**src/rtl/load_store_unit_pkg.sv**
```systemverilog
// Shared core package: ALU/writeback selects, LSU op encodings, LSU FSM state type
// and the access-size helpers used by the load/store unit.
package load_store_unit_pkg;

    typedef enum logic [3:0] {
        AluAdd, AluSub, AluAnd, AluOr, AluXor, AluSll, AluSrl, AluSra, AluSlt, AluSltu
    } alu_op_e;

    typedef enum logic [1:0] {
        WbAlu, WbLsu, WbPc4, WbImm
    } wb_sel_e;

    typedef enum logic [2:0] {
        StoreByte = 3'd0,
        StoreHalf = 3'd1,
        StoreWord = 3'd2
    } store_op_e;

    typedef enum logic [2:0] {
        LoadByte  = 3'd0,
        LoadByteU = 3'd1,
        LoadHalf  = 3'd2,
        LoadHalfU = 3'd3,
        LoadWord  = 3'd4
    } load_op_e;

    typedef enum logic [1:0] {
        SizeByte,
        SizeHalf,
        SizeWord
    } lsu_size_e;

    // FSM state kept as plain constants so legacy code can compare raw encodings
    typedef logic [1:0] lsu_state_t;
    localparam lsu_state_t LSU_IDLE = 2'd0;
    localparam lsu_state_t LSU_REQ  = 2'd1;
    localparam lsu_state_t LSU_RSP  = 2'd2;
    localparam lsu_state_t LSU_DONE = 2'd3;

    // Unknown op codes fall through to word size
    function automatic lsu_size_e lsu_size(input logic store_en, input logic [2:0] store_op,
                                           input logic [2:0] load_op);
        if (store_en) begin
            case (store_op)
                StoreByte: return SizeByte;
                StoreHalf: return SizeHalf;
                default:   return SizeWord;
            endcase
        end else begin
            case (load_op)
                LoadByte, LoadByteU: return SizeByte;
                LoadHalf, LoadHalfU: return SizeHalf;
                default:             return SizeWord;
            endcase
        end
    endfunction

    function automatic logic lsu_misaligned(input lsu_size_e size, input logic [1:0] addr_lo);
        case (size)
            SizeHalf: return addr_lo[0];
            SizeWord: return |addr_lo;
            default:  return 1'b0;
        endcase
    endfunction

endpackage

```
**src/rtl/load_store_unit_lane_align.sv**
```systemverilog
// Combinational lane steering for stores (byte enables, replicated data) and
// lane extraction with sign/zero extension for loads.
module lsu_lane_align
    import load_store_unit_pkg::*;
(
    input  logic        store_en,
    input  logic [2:0]  store_op,
    input  logic [2:0]  load_op,
    input  logic [1:0]  addr_lo,
    input  logic [31:0] wdata,
    input  logic [31:0] rdata,
    output logic [3:0]  wstrb,
    output logic [31:0] wdata_lane,
    output logic [31:0] rdata_ext
);

    lsu_size_e   size;
    logic [31:0] rdata_shift;

    // Store steering: replicate data across lanes, enable only the addressed bytes
    always_comb begin
        size       = lsu_size(store_en, store_op, load_op);
        wstrb      = 4'b0000;
        wdata_lane = wdata;
        case (size)
            SizeByte: begin
                wdata_lane = {4{wdata[7:0]}};
                wstrb      = 4'b0001 << addr_lo;
            end
            SizeHalf: begin
                wdata_lane = {2{wdata[15:0]}};
                wstrb      = 4'b0011 << {addr_lo[1], 1'b0};
            end
            default: wstrb = 4'b1111;
        endcase
        if (!store_en) wstrb = 4'b0000;
    end

    // Load extraction: shift the addressed lane down, then extend
    always_comb begin
        rdata_shift = rdata >> {addr_lo, 3'b000};
        case (load_op)
            LoadByte:  rdata_ext = {{24{rdata_shift[7]}}, rdata_shift[7:0]};
            LoadByteU: rdata_ext = {24'h0, rdata_shift[7:0]};
            LoadHalf:  rdata_ext = {{16{rdata_shift[15]}}, rdata_shift[15:0]};
            LoadHalfU: rdata_ext = {16'h0, rdata_shift[15:0]};
            default:   rdata_ext = rdata;
        endcase
    end

endmodule

```
**src/rtl/load_store_unit.sv**
```systemverilog
// Load/store unit: accepts one command in IDLE, rejects misaligned accesses,
// runs a request/response handshake with data memory and pulses done once.
module load_store_unit
    import load_store_unit_pkg::*;
#(
    parameter int unsigned ADDR_W = 32
) (
    input  logic              i_clk,
    input  logic              i_rst,
    input  logic              i_eu_lsu_valid,
    input  logic              i_eu_lsu_store_en,
    input  logic [2:0]        i_eu_lsu_store_op,
    input  logic [2:0]        i_eu_lsu_load_op,
    input  logic [ADDR_W-1:0] i_eu_lsu_addr,
    input  logic [31:0]       i_eu_lsu_wdata,
    output logic              o_eu_lsu_busy,
    output logic              o_eu_lsu_done,
    output logic              o_eu_lsu_misaligned,
    output logic [31:0]       o_eu_lsu_rdata,
    output logic              o_dm_req_valid,
    input  logic              i_dm_req_ready,
    output logic [ADDR_W-1:0] o_dm_addr,
    output logic              o_dm_we,
    output logic [3:0]        o_dm_wstrb,
    output logic [31:0]       o_dm_wdata,
    input  logic              i_dm_rsp_valid,
    output logic              o_dm_rsp_ready,
    input  logic [31:0]       i_dm_rsp_rdata
);

    lsu_state_t        state_q, state_d;
    logic              store_en_q;
    logic [2:0]        store_op_q, load_op_q;
    logic [ADDR_W-1:0] addr_q;
    logic [31:0]       wdata_q, rdata_q;
    logic              mis_q;
    logic              cmd_mis;
    logic [31:0]       rdata_ext;

    assign cmd_mis = lsu_misaligned(lsu_size(i_eu_lsu_store_en, i_eu_lsu_store_op,
                                             i_eu_lsu_load_op),
                                    i_eu_lsu_addr[1:0]);

    // Next-state logic
    always_comb begin
        state_d = state_q;
        case (state_q)
            LSU_IDLE: if (i_eu_lsu_valid) state_d = cmd_mis ? LSU_DONE : LSU_REQ;
            LSU_REQ:  if (i_dm_req_ready) state_d = store_en_q ? LSU_DONE : LSU_RSP;
            LSU_RSP:  if (i_dm_rsp_valid) state_d = LSU_DONE;
            default:  state_d = LSU_IDLE;
        endcase
    end

    // State, command capture and load result registers
    always_ff @(posedge i_clk) begin
        if (i_rst) begin
            state_q    <= LSU_IDLE;
            store_en_q <= 1'b0;
            store_op_q <= 3'd0;
            load_op_q  <= 3'd0;
            addr_q     <= '0;
            wdata_q    <= 32'h0;
            rdata_q    <= 32'h0;
            mis_q      <= 1'b0;
        end else begin
            state_q <= state_d;
            if (state_q == LSU_IDLE && i_eu_lsu_valid) begin
                mis_q <= cmd_mis;
                // Misaligned commands never reach the bus, so leave its fields untouched
                if (!cmd_mis) begin
                    store_en_q <= i_eu_lsu_store_en;
                    store_op_q <= i_eu_lsu_store_op;
                    load_op_q  <= i_eu_lsu_load_op;
                    addr_q     <= i_eu_lsu_addr;
                    wdata_q    <= i_eu_lsu_wdata;
                end
            end
            if (state_q == LSU_RSP && i_dm_rsp_valid) rdata_q <= rdata_ext;
        end
    end

    lsu_lane_align u_lane_align (
        .store_en   (store_en_q),
        .store_op   (store_op_q),
        .load_op    (load_op_q),
        .addr_lo    (addr_q[1:0]),
        .wdata      (wdata_q),
        .rdata      (i_dm_rsp_rdata),
        .wstrb      (o_dm_wstrb),
        .wdata_lane (o_dm_wdata),
        .rdata_ext  (rdata_ext)
    );

    // Status and handshake outputs decoded from the registered state
    always_comb begin
        o_eu_lsu_busy       = (state_q != LSU_IDLE);
        o_eu_lsu_done       = (state_q == LSU_DONE);
        o_eu_lsu_misaligned = (state_q == LSU_DONE) && mis_q;
        o_eu_lsu_rdata      = rdata_q;
        o_dm_req_valid      = (state_q == LSU_REQ);
        o_dm_rsp_ready      = (state_q == LSU_RSP);
        o_dm_addr           = {addr_q[ADDR_W-1:2], 2'b00};
        o_dm_we             = store_en_q;
    end

endmodule

```
**config.mk**
```make
export PLATFORM = sky130hd
export DESIGN_NAME = load_store_unit
export DESIGN_NICKNAME = d
export VERILOG_FILES = /design/src/rtl/load_store_unit_pkg.sv /design/src/rtl/load_store_unit_lane_align.sv /design/src/rtl/load_store_unit.sv
export SDC_FILE = /design/constraint.sdc
export NUM_CORES = 1
export LEC_CHECK = 0
export CORE_MARGIN = 2
export CORE_UTILIZATION = 64
export CTS_CLUSTER_DIAMETER = 150
export CTS_CLUSTER_SIZE = 10
export DETAILED_ROUTE_END_ITERATION = 12
export DONT_BUFFER_PORTS = 1
export PLACE_DENSITY_LB_ADDON = 0.1
export SLEW_MARGIN = 20
export SYNTH_ARGS = -nofsm -noshare
export SYNTH_HDL_FRONTEND = slang
export SYNTH_HIERARCHICAL = 1
export SYNTH_SLANG_ARGS = --single-unit
```
**constraint.sdc**
```tcl
create_clock -name i_clk -period 5.3 [get_ports i_clk]
set_clock_uncertainty 0.1 [all_clocks]
set_input_delay 0.53 -clock i_clk [delete_from_list [all_inputs] [get_ports i_clk]]
set_output_delay 0.53 -clock i_clk [all_outputs]
set_load 0.02 [all_outputs]
```
==> flow_summary.rst, run 1 <==
.. list-table::
   :header-rows: 1

   * - Metric
     - Value
   * - Top Ports
     - 214
   * - Cell taking the most area after synthesis
     - dfxtp_1
   * - Part of the power in combinational logic
     - 31.3%
   * - Clock period minus worst slack
     - 2.964 ns
   * - Last weighted congestion value of the routability-driven placer
     - 0.9574
   * - Min-delay worst type
     - input port to flip-flop
   * - Initial antenna violation count
     - 0
   * - Aggregate global routing overflow
     - 0
   * - Endpoint arrival time on the critical path
     - 2.33 ns
   * - Resized cells post-CTS
     - 0
   * - Worst Tran Pin Value
     - 1.080 ns
   * - Unique cell type count in the Yosys netlist
     - 47
   * - Run status
     - complete, no violations
   * - Routed wire length per instance
     - 17.22 µm
   * - Final cell utilization of the core
     - 63.21%
   * - Critical path endpoint category
     - primary output
   * - Mean instance size in the synthesized netlist
     - 7.559 µm²
   * - Number of diodes
     - 0
   * - Number of instances on the worst hold path
     - 1
   * - Share of the cycle needed by the critical path after routing
     - 55.93%
   * - Post-CTS Setup Bufs
     - 0
   * - Global-route wire length before repair
     - 21220 µm
   * - Number of standard-cell rows in the floorplan
     - 33
   * - Hold Startpoint
     - i_rst
   * - Synth Cell Area
     - 5510 µm²
   * - Clock share of power
     - 21.6%
   * - Half-perimeter wire length after placement
     - 9215 µm
   * - Core area
     - 8299 µm²
   * - Maximum number of pins on one net before global-route repair
     - 108
   * - Full die area
     - 9368 µm²
   * - Fin cells
     - 765
   * - Unrepaired setup endpoints after global routing
     - no
   * - Iter 0 DRT Violations
     - 227
   * - DRC violations left
     - 0
   * - Leakage power
     - 1.873 nW
   * - Detail Route Antenna Nets
     - 0
   * - Detailed-route vias per instance
     - 5.997
   * - Total vias in the final route
     - 4588
   * - Clock-pin slew of the registers on the worst-case setup and hold paths
     - 0.10 ns
   * - Maximum capacitance violations
     - 0
   * - X dimension of the die
     - 96.79 µm
   * - First-pass DRT Iterations
     - 5
   * - Final #Nets
     - 769
   * - Overall routing resource usage
     - 27.05%
   * - Cell count after placement
     - 749
   * - Vias in the first global route
     - 4222
   * - Post-synthesis instance total
     - 729
   * - Slack of the worst reg-to-reg path
     - 3.12 ns
   * - Worst setup margin
     - 2.336 ns
   * - Cell types occupying the most area after synthesis
     - dfxtp_1 39%, nand2_1 19%, a21oi_1 10%, buf_4 6.0%, buf_6 3.3%
   * - Number of filler cells placed in the layout
     - 759
   * - Launching element type of the critical path
     - flip-flop
   * - Synthesized flop and latch total
     - 106
   * - Reg-to-Reg Start
     - state_q[0]$_SDFFE_PP0P_
   * - Setup Viol. Count Final
     - 0
   * - Slew Limit Fails
     - 0
   * - Top-area cell type share of the netlist area
     - 38.51%
   * - Initial cell density of the core
     - 66.40%
   * - Die height
     - 96.79 µm
   * - Post-CTS Hold Fix Bufs
     - 0
   * - Sequential cell fraction of total power
     - 47.2%
   * - Pwr Density
     - 447.8 nW/µm²
   * - Min Hold Slack
     - 0.1303 ns
   * - Sink count of the clock tree
     - 106
   * - Largest driver fanout on the critical path
     - 33
   * - Number of hold violations in the final report
     - 0
   * - Maximum achievable frequency
     - 337.4 MHz
   * - Cell Int Power
     - 0.001387 W
   * - Setup slack after placement
     - 2.336 ns
   * - Worst ir drop on vdd
     - 0.2749 mV
   * - Layout Area Growth over Synthesis
     - -4.791%
   * - Clock latency at the later pin of the worst-skew pair
     - 0.36 ns
   * - Buffers added on ports
     - 0
   * - Maximum count of clock buffers along a single path
     - 2
   * - Clock tree from TritonCTS
     - done
   * - H-tree depth
     - 3
   * - End of the worst register-to-register path
     - o_eu_lsu_rdata[10]$_SDFFE_PP0P_
   * - Endpoint with the worst hold slack
     - addr_q[17]$_SDFFE_PP0P_
   * - Switch share
     - 40.98%
   * - Clock buffer count from CTS
     - 9
   * - Relative slew slack
     - 27.83%
   * - Net switching power figure
     - 0.0009627 W
   * - Sum of routed wire length over all layers
     - 13170 µm
   * - Required arrival time at the worst endpoint
     - 4.67 ns
   * - Sum of negative setup slack
     - 0 ns
   * - Fraction of layout cells with a size suffix above 1
     - 7.576%
   * - Buffer type at the clock tree root
     - clkbuf_8
   * - Yosys warning total
     - 6
   * - Sequential cell area fraction in the yosys report
     - 38.51%
   * - R2R cell count
     - 5
   * - Critical path start-end classification
     - flip-flop to primary output
## layout by cell type, fill, tap and decap left out, types with 2 or more instances in the layout
master	Yosys	routed
a21boi_0	2	2
a21oi_1	110	110
a22oi_1	20	20
a2bb2oi_1	8	8
and2_1	3	2
buf_4	44	3
clkbuf_8	0	10
clkinvlp_4	0	2
conb_1	1	2
dfxtp_1	106	104
dfxtp_2	0	2
ha_1	6	6
inv_1	7	7
mux2_2	15	15
mux2i_1	9	9
nand2_1	285	285
nand2b_1	2	2
nand2b_4	2	2
nand3_1	4	4
nand3b_1	6	6
nor2_1	7	7
nor2b_1	2	2
nor3_1	2	2
nor3b_1	2	2
o21ai_0	16	16
o2bb2ai_1	4	4
## worst max-delay path by stage
stage	cells after the start	end	start
final	3	o_dm_wdata[17]	load_op_q[2]$_SDFFE_PP0P_
after global placement	3	o_dm_wdata[17]	load_op_q[2]$_SDFFE_PP0P_
after global routing	3	o_dm_wdata[22]	load_op_q[2]$_SDFFE_PP0P_
after CTS	3	o_dm_wdata[17]	load_op_q[2]$_SDFFE_PP0P_
after detailed placement	8	o_dm_we$_SDFFE_PP0P_	i_eu_lsu_load_op[1]
after floorplan	9	addr_q[11]$_SDFFE_PP0P_	i_eu_lsu_load_op[1]
## critical path: stages (launching register included)
cell and delay [ns]:
dfxtp_2 0.72, nor2_1 0.13, a21oi_2 0.64, mux2_2 0.48
## power by group through the flow
stage                     Clock, W  Sequential (W)  Combinational [W]
final                     0.000506         0.00111           0.000735
after detailed placement         0         0.00113           0.000733
after CTS                 0.000518         0.00111           0.000734
after global placement           0         0.00112           0.000710
after global routing      0.000551         0.00112           0.000821
after floorplan                  0         0.00102           0.000840
## cell usage after synthesis (all sizes together)
master and instances:
o2111ai 1, mux2 16, nor2b 2, o41ai 1, a21o 1, clkbuf 20
or3 1, nor3 2, nor4 1, nand2b 4, a22oi 20, nor3b 2
o21ai 16, o31a 1, ha 6, and2 3, dfxtp 106, nand2 285
nand3 4, inv 8, o2111a 1, a211oi 1, a21oi 111, o221ai 2
a31o 1, clkinv 1, mux2i 10, nor2 8, a31oi 1, nand3b 6
a21boi 2, a2bb2oi 8, conb 1, a311oi 2, o2bb2ai 4, and3 1
buf 69
## layout make-up
type | count | area [µm²] | area share [%]
Clock inverter | 5 | 62.56 | 1.192
Clock buffer | 11 | 141.4 | 2.695
Sequential cell | 106 | 2125 | 40.50
Timing Repair Buffer | 3 | 22.52 | 0.4293
Tap cell | 105 | 131.4 | 2.504
Inverter | 9 | 33.78 | 0.6439
Multi-Input combinational cell | 526 | 2730 | 52.04
## cells by family (layout without fill, tap and decap cells)
family                   Yosys count  in the layout  share of synthesized area (%)
multiplexers                      26             26                          5.381
flip-flops                       106            106                          38.51
AO/OA/AOI/OAI                    173            173                          19.23
other                              1              2                        0.06805
adder cells (fa/ha/maj)            6              6                          1.362
buffers and inverters             98             28                          12.06
AND/OR/NAND/NOR                  319            319                          23.39
## state kept, by name, indices dropped and copies added, names as in the netlist
register	cells
mis_q	1
load_op_q	3
store_op_q	3
o_dm_we	1
state_q	2
o_eu_lsu_rdata	32
addr_q	32
wdata_q	32
## metrics by stage
stage | power [W] | instance area (µm²)
global placement | 0.001831 | 5039
CTS | 0.002360 | 5243
global route | 0.002496 | 5246
finish | 0.002349 | 5246
detailed placement | 0.001860 | 5039
floorplan | 0.001861 | 5514
## per-layer routing
metal / GRT usage [%] / share of wire (%) / up-vias
met4: 9.317 / 2.4 / 0
met5: 0 / 0 / -
met3: 8.887 / 10 / 27
li1: - / - / 2227
met2: 44.60 / 48 / 204
met1: 33.24 / 40 / 2130
Note: power is estimated with default switching activity, not from simulation.
==> inputs of run 2 (changes only) <==
- CORE_UTILIZATION: 64 -> 58
- clock period: 5.3 -> 2.6 ns (I/O delays scaled with it)
==> run 2 against run 1 <==
Cell area increased by 18%. Clock power increased by 120%. Register-to-register slack got worse by 2.9 ns. Hold slack got worse by 0.11 ns. Non-clock buffer count increased by 88. Sequential power increased by 100%. Utilization increased by 3.7 points. Count of clock-buffer cells in the layout increased by 1. Flip-flop and latch count unchanged. Critical endpoint is now addr_q[20]$_SDFFE_PP0P_. Largest power group unchanged.
==> flow_summary.rst, run 2 (synthesis gave the netlist of run 1 again) <==
.. list-table::
   :header-rows: 1

   * - Metric
     - Value
   * - Full die area
     - 10300 µm²
   * - Initial cell density of the core
     - 59.63%
   * - Clock-pin slew of the registers on the worst-case setup and hold paths
     - 0.10 ns
   * - X dimension of the die
     - 101.5 µm
   * - Cell count after placement
     - 784
   * - Run status
     - complete, no violations
   * - Min Hold Slack
     - 0.02496 ns
   * - Maximum count of clock buffers along a single path
     - 2
   * - Buffer type at the clock tree root
     - clkbuf_8
   * - Clock period minus worst slack
     - 2.417 ns
   * - Fraction of layout cells with a size suffix above 1
     - 8.155%
   * - Commonest cells after routing, fill and taps aside
     - 285 x nand2_1, 110 x a21oi_1, 106 x dfxtp_1
   * - Worst Tran Pin Value
     - 0.6653 ns
   * - Detailed-route vias per instance
     - 5.661
   * - Fin cells
     - 877
   * - Min-delay worst type
     - input port to flip-flop
   * - Resized cells post-CTS
     - 0
   * - DRC violations left
     - 0
   * - Sum of routed wire length over all layers
     - 14840 µm
   * - Required arrival time at the worst endpoint
     - 2.75 ns
   * - Iter 0 DRT Violations
     - 269
   * - Buffers added on ports
     - 0
   * - Vias in the first global route
     - 4810
   * - Clock latency at the later pin of the worst-skew pair
     - 0.36 ns
   * - Worst ir drop on vdd
     - 0.3971 mV
   * - Critical path start-end classification
     - flip-flop to flip-flop
   * - Maximum capacitance violations
     - 0
   * - Number of diodes
     - 0
   * - Layout Area Growth over Synthesis
     - 12.13%
   * - Die height
     - 101.5 µm
   * - Last weighted congestion value of the routability-driven placer
     - 0.8771
   * - Final Cell Area
     - 6178 µm²
   * - Routed wire length per instance
     - 16.92 µm
   * - Sum of negative setup slack
     - 0 ns
   * - Overall routing resource usage
     - 28.17%
   * - Top Ports
     - 214
   * - Maximum number of pins on one net before global-route repair
     - 108
   * - Critical path endpoint category
     - flip-flop
   * - Pwr Density
     - 829.8 nW/µm²
   * - Number of hold violations in the final report
     - 0
   * - Slew Limit Fails
     - 0
   * - Relative slew slack
     - 55.65%
   * - Initial antenna violation count
     - 0
   * - H-tree depth
     - 3
   * - Sink count of the clock tree
     - 106
   * - Unrepaired setup endpoints after global routing
     - no
   * - Power, Total
     - 0.005127 W
   * - Endpoint arrival time on the critical path
     - 2.57 ns
   * - Half-perimeter wire length after placement
     - 9724 µm
   * - First-pass DRT Iterations
     - 5
   * - Most common cell after layout, fill and taps aside
     - nand2_1
   * - Clock buffer count from CTS
     - 9
   * - Largest driver fanout on the critical path
     - 20
   * - Maximum achievable frequency
     - 413.7 MHz
   * - Setup Viol. Count Final
     - 0
   * - Number of standard-cell rows in the floorplan
     - 35
   * - Placed instance area
     - 5189 µm²
   * - Slack of the worst reg-to-reg path
     - 0.18 ns
   * - Clock tree from TritonCTS
     - done
   * - Final #Nets
     - 857
   * - Launching element type of the critical path
     - flip-flop
   * - Leakage power
     - 2.282 nW
   * - Total vias in the final route
     - 4965
   * - Detail Route Antenna Nets
     - 0
   * - Core area
     - 9240 µm²
   * - Share of the cycle needed by the critical path after routing
     - 92.98%
   * - Aggregate global routing overflow
     - 0
   * - Global-route wire length before repair
     - 23100 µm
-- run 2: cell types whose count changed in the layout (fill, tap and decap cells not counted) --
cell	previous run	this run
dlygate4sd3_1	0	72
buf_4	3	15
buf_12	0	3
clkbuf_1	1	3
dfxtp_1	104	106
dfxtp_2	2	0
and2_1	2	3
and2_2	1	0
buf_16	0	1
bufinv_16	1	2
clkbuf_8	10	9
clkinvlp_4	2	1
inv_6	1	0
-- run 2: cell type report --
type | count | area [µm²]
inverters | 9 | 33.78
well taps | 129 | 161.4
multi-input cells | 526 | 2729
clock inverters | 4 | 76.32
repair buffers | 91 | 920.9
fillers | 792 | 3062
flip-flops and latches | 106 | 2122
clock buffers | 12 | 135.1
-- run 2: critical path, cell delays in order, from the launching register on --
cell           delay (ns)
dfxtp_1              0.36
inv_1                0.10
ha_1                 0.36
o2111ai_4            0.35
buf_4                0.32
nand2_1              0.09
a21oi_1              0.06
dlygate4sd3_1        0.57
-- run 2: metrics by stage --
| stage | utilization (%) | setup slack (ns) |
|---|---|---|
| after floorplan | - | 0.7705 |
| after global placement | 56.15 | 0.4608 |
| after detailed placement | 56.15 | 0.3978 |
| after CTS | 66.54 | 0.1556 |
| after global routing | 66.87 | 0.04753 |
| final | 66.87 | 0.1826 |
-- run 2: report_power, final --
part / total (W) / switching, W / internal [W]
logic: 0.00180 / 0.00112 / 0.000676
registers: 0.00223 / 0.000372 / 0.00186
clock network: 0.00110 / 0.000550 / 0.000547
-- run 2: worst paths after layout --
path	to	cells past startpoint	from
max reg2reg	addr_q[20]$_SDFFE_PP0P_	7	state_q[0]$_SDFFE_PP0P_
min reg2reg	wdata_q[16]$_SDFFE_PP0P_	2	wdata_q[16]$_SDFFE_PP0P_
min	o_eu_lsu_rdata[18]$_SDFFE_PP0P_	4	i_dm_rsp_rdata[18]
max	addr_q[20]$_SDFFE_PP0P_	7	state_q[0]$_SDFFE_PP0P_
-- run 2: layer usage --
| layer | global-route usage, % | part of all wire [%] |
|---|---|---|
| met5 | 0 | 0 |
| met4 | 12.06 | 2.8 |
| met3 | 7.591 | 8.9 |
| met2 | 49.87 | 50 |
| met1 | 31.83 | 38 |
-- run 2: what timing repair did --
action	in CTS	in global routing
setup buffers	0	4
hold buffers	73	0
endpoints found under the hold margin	106	0
setup endpoints to repair	0	1
==> inputs of run 3 (changes only) <==
- CTS_CLUSTER_DIAMETER: 150 -> 60
==> results of run 3 <==
Same layout as run 2: the final DEF is identical, and so are final timing and power.
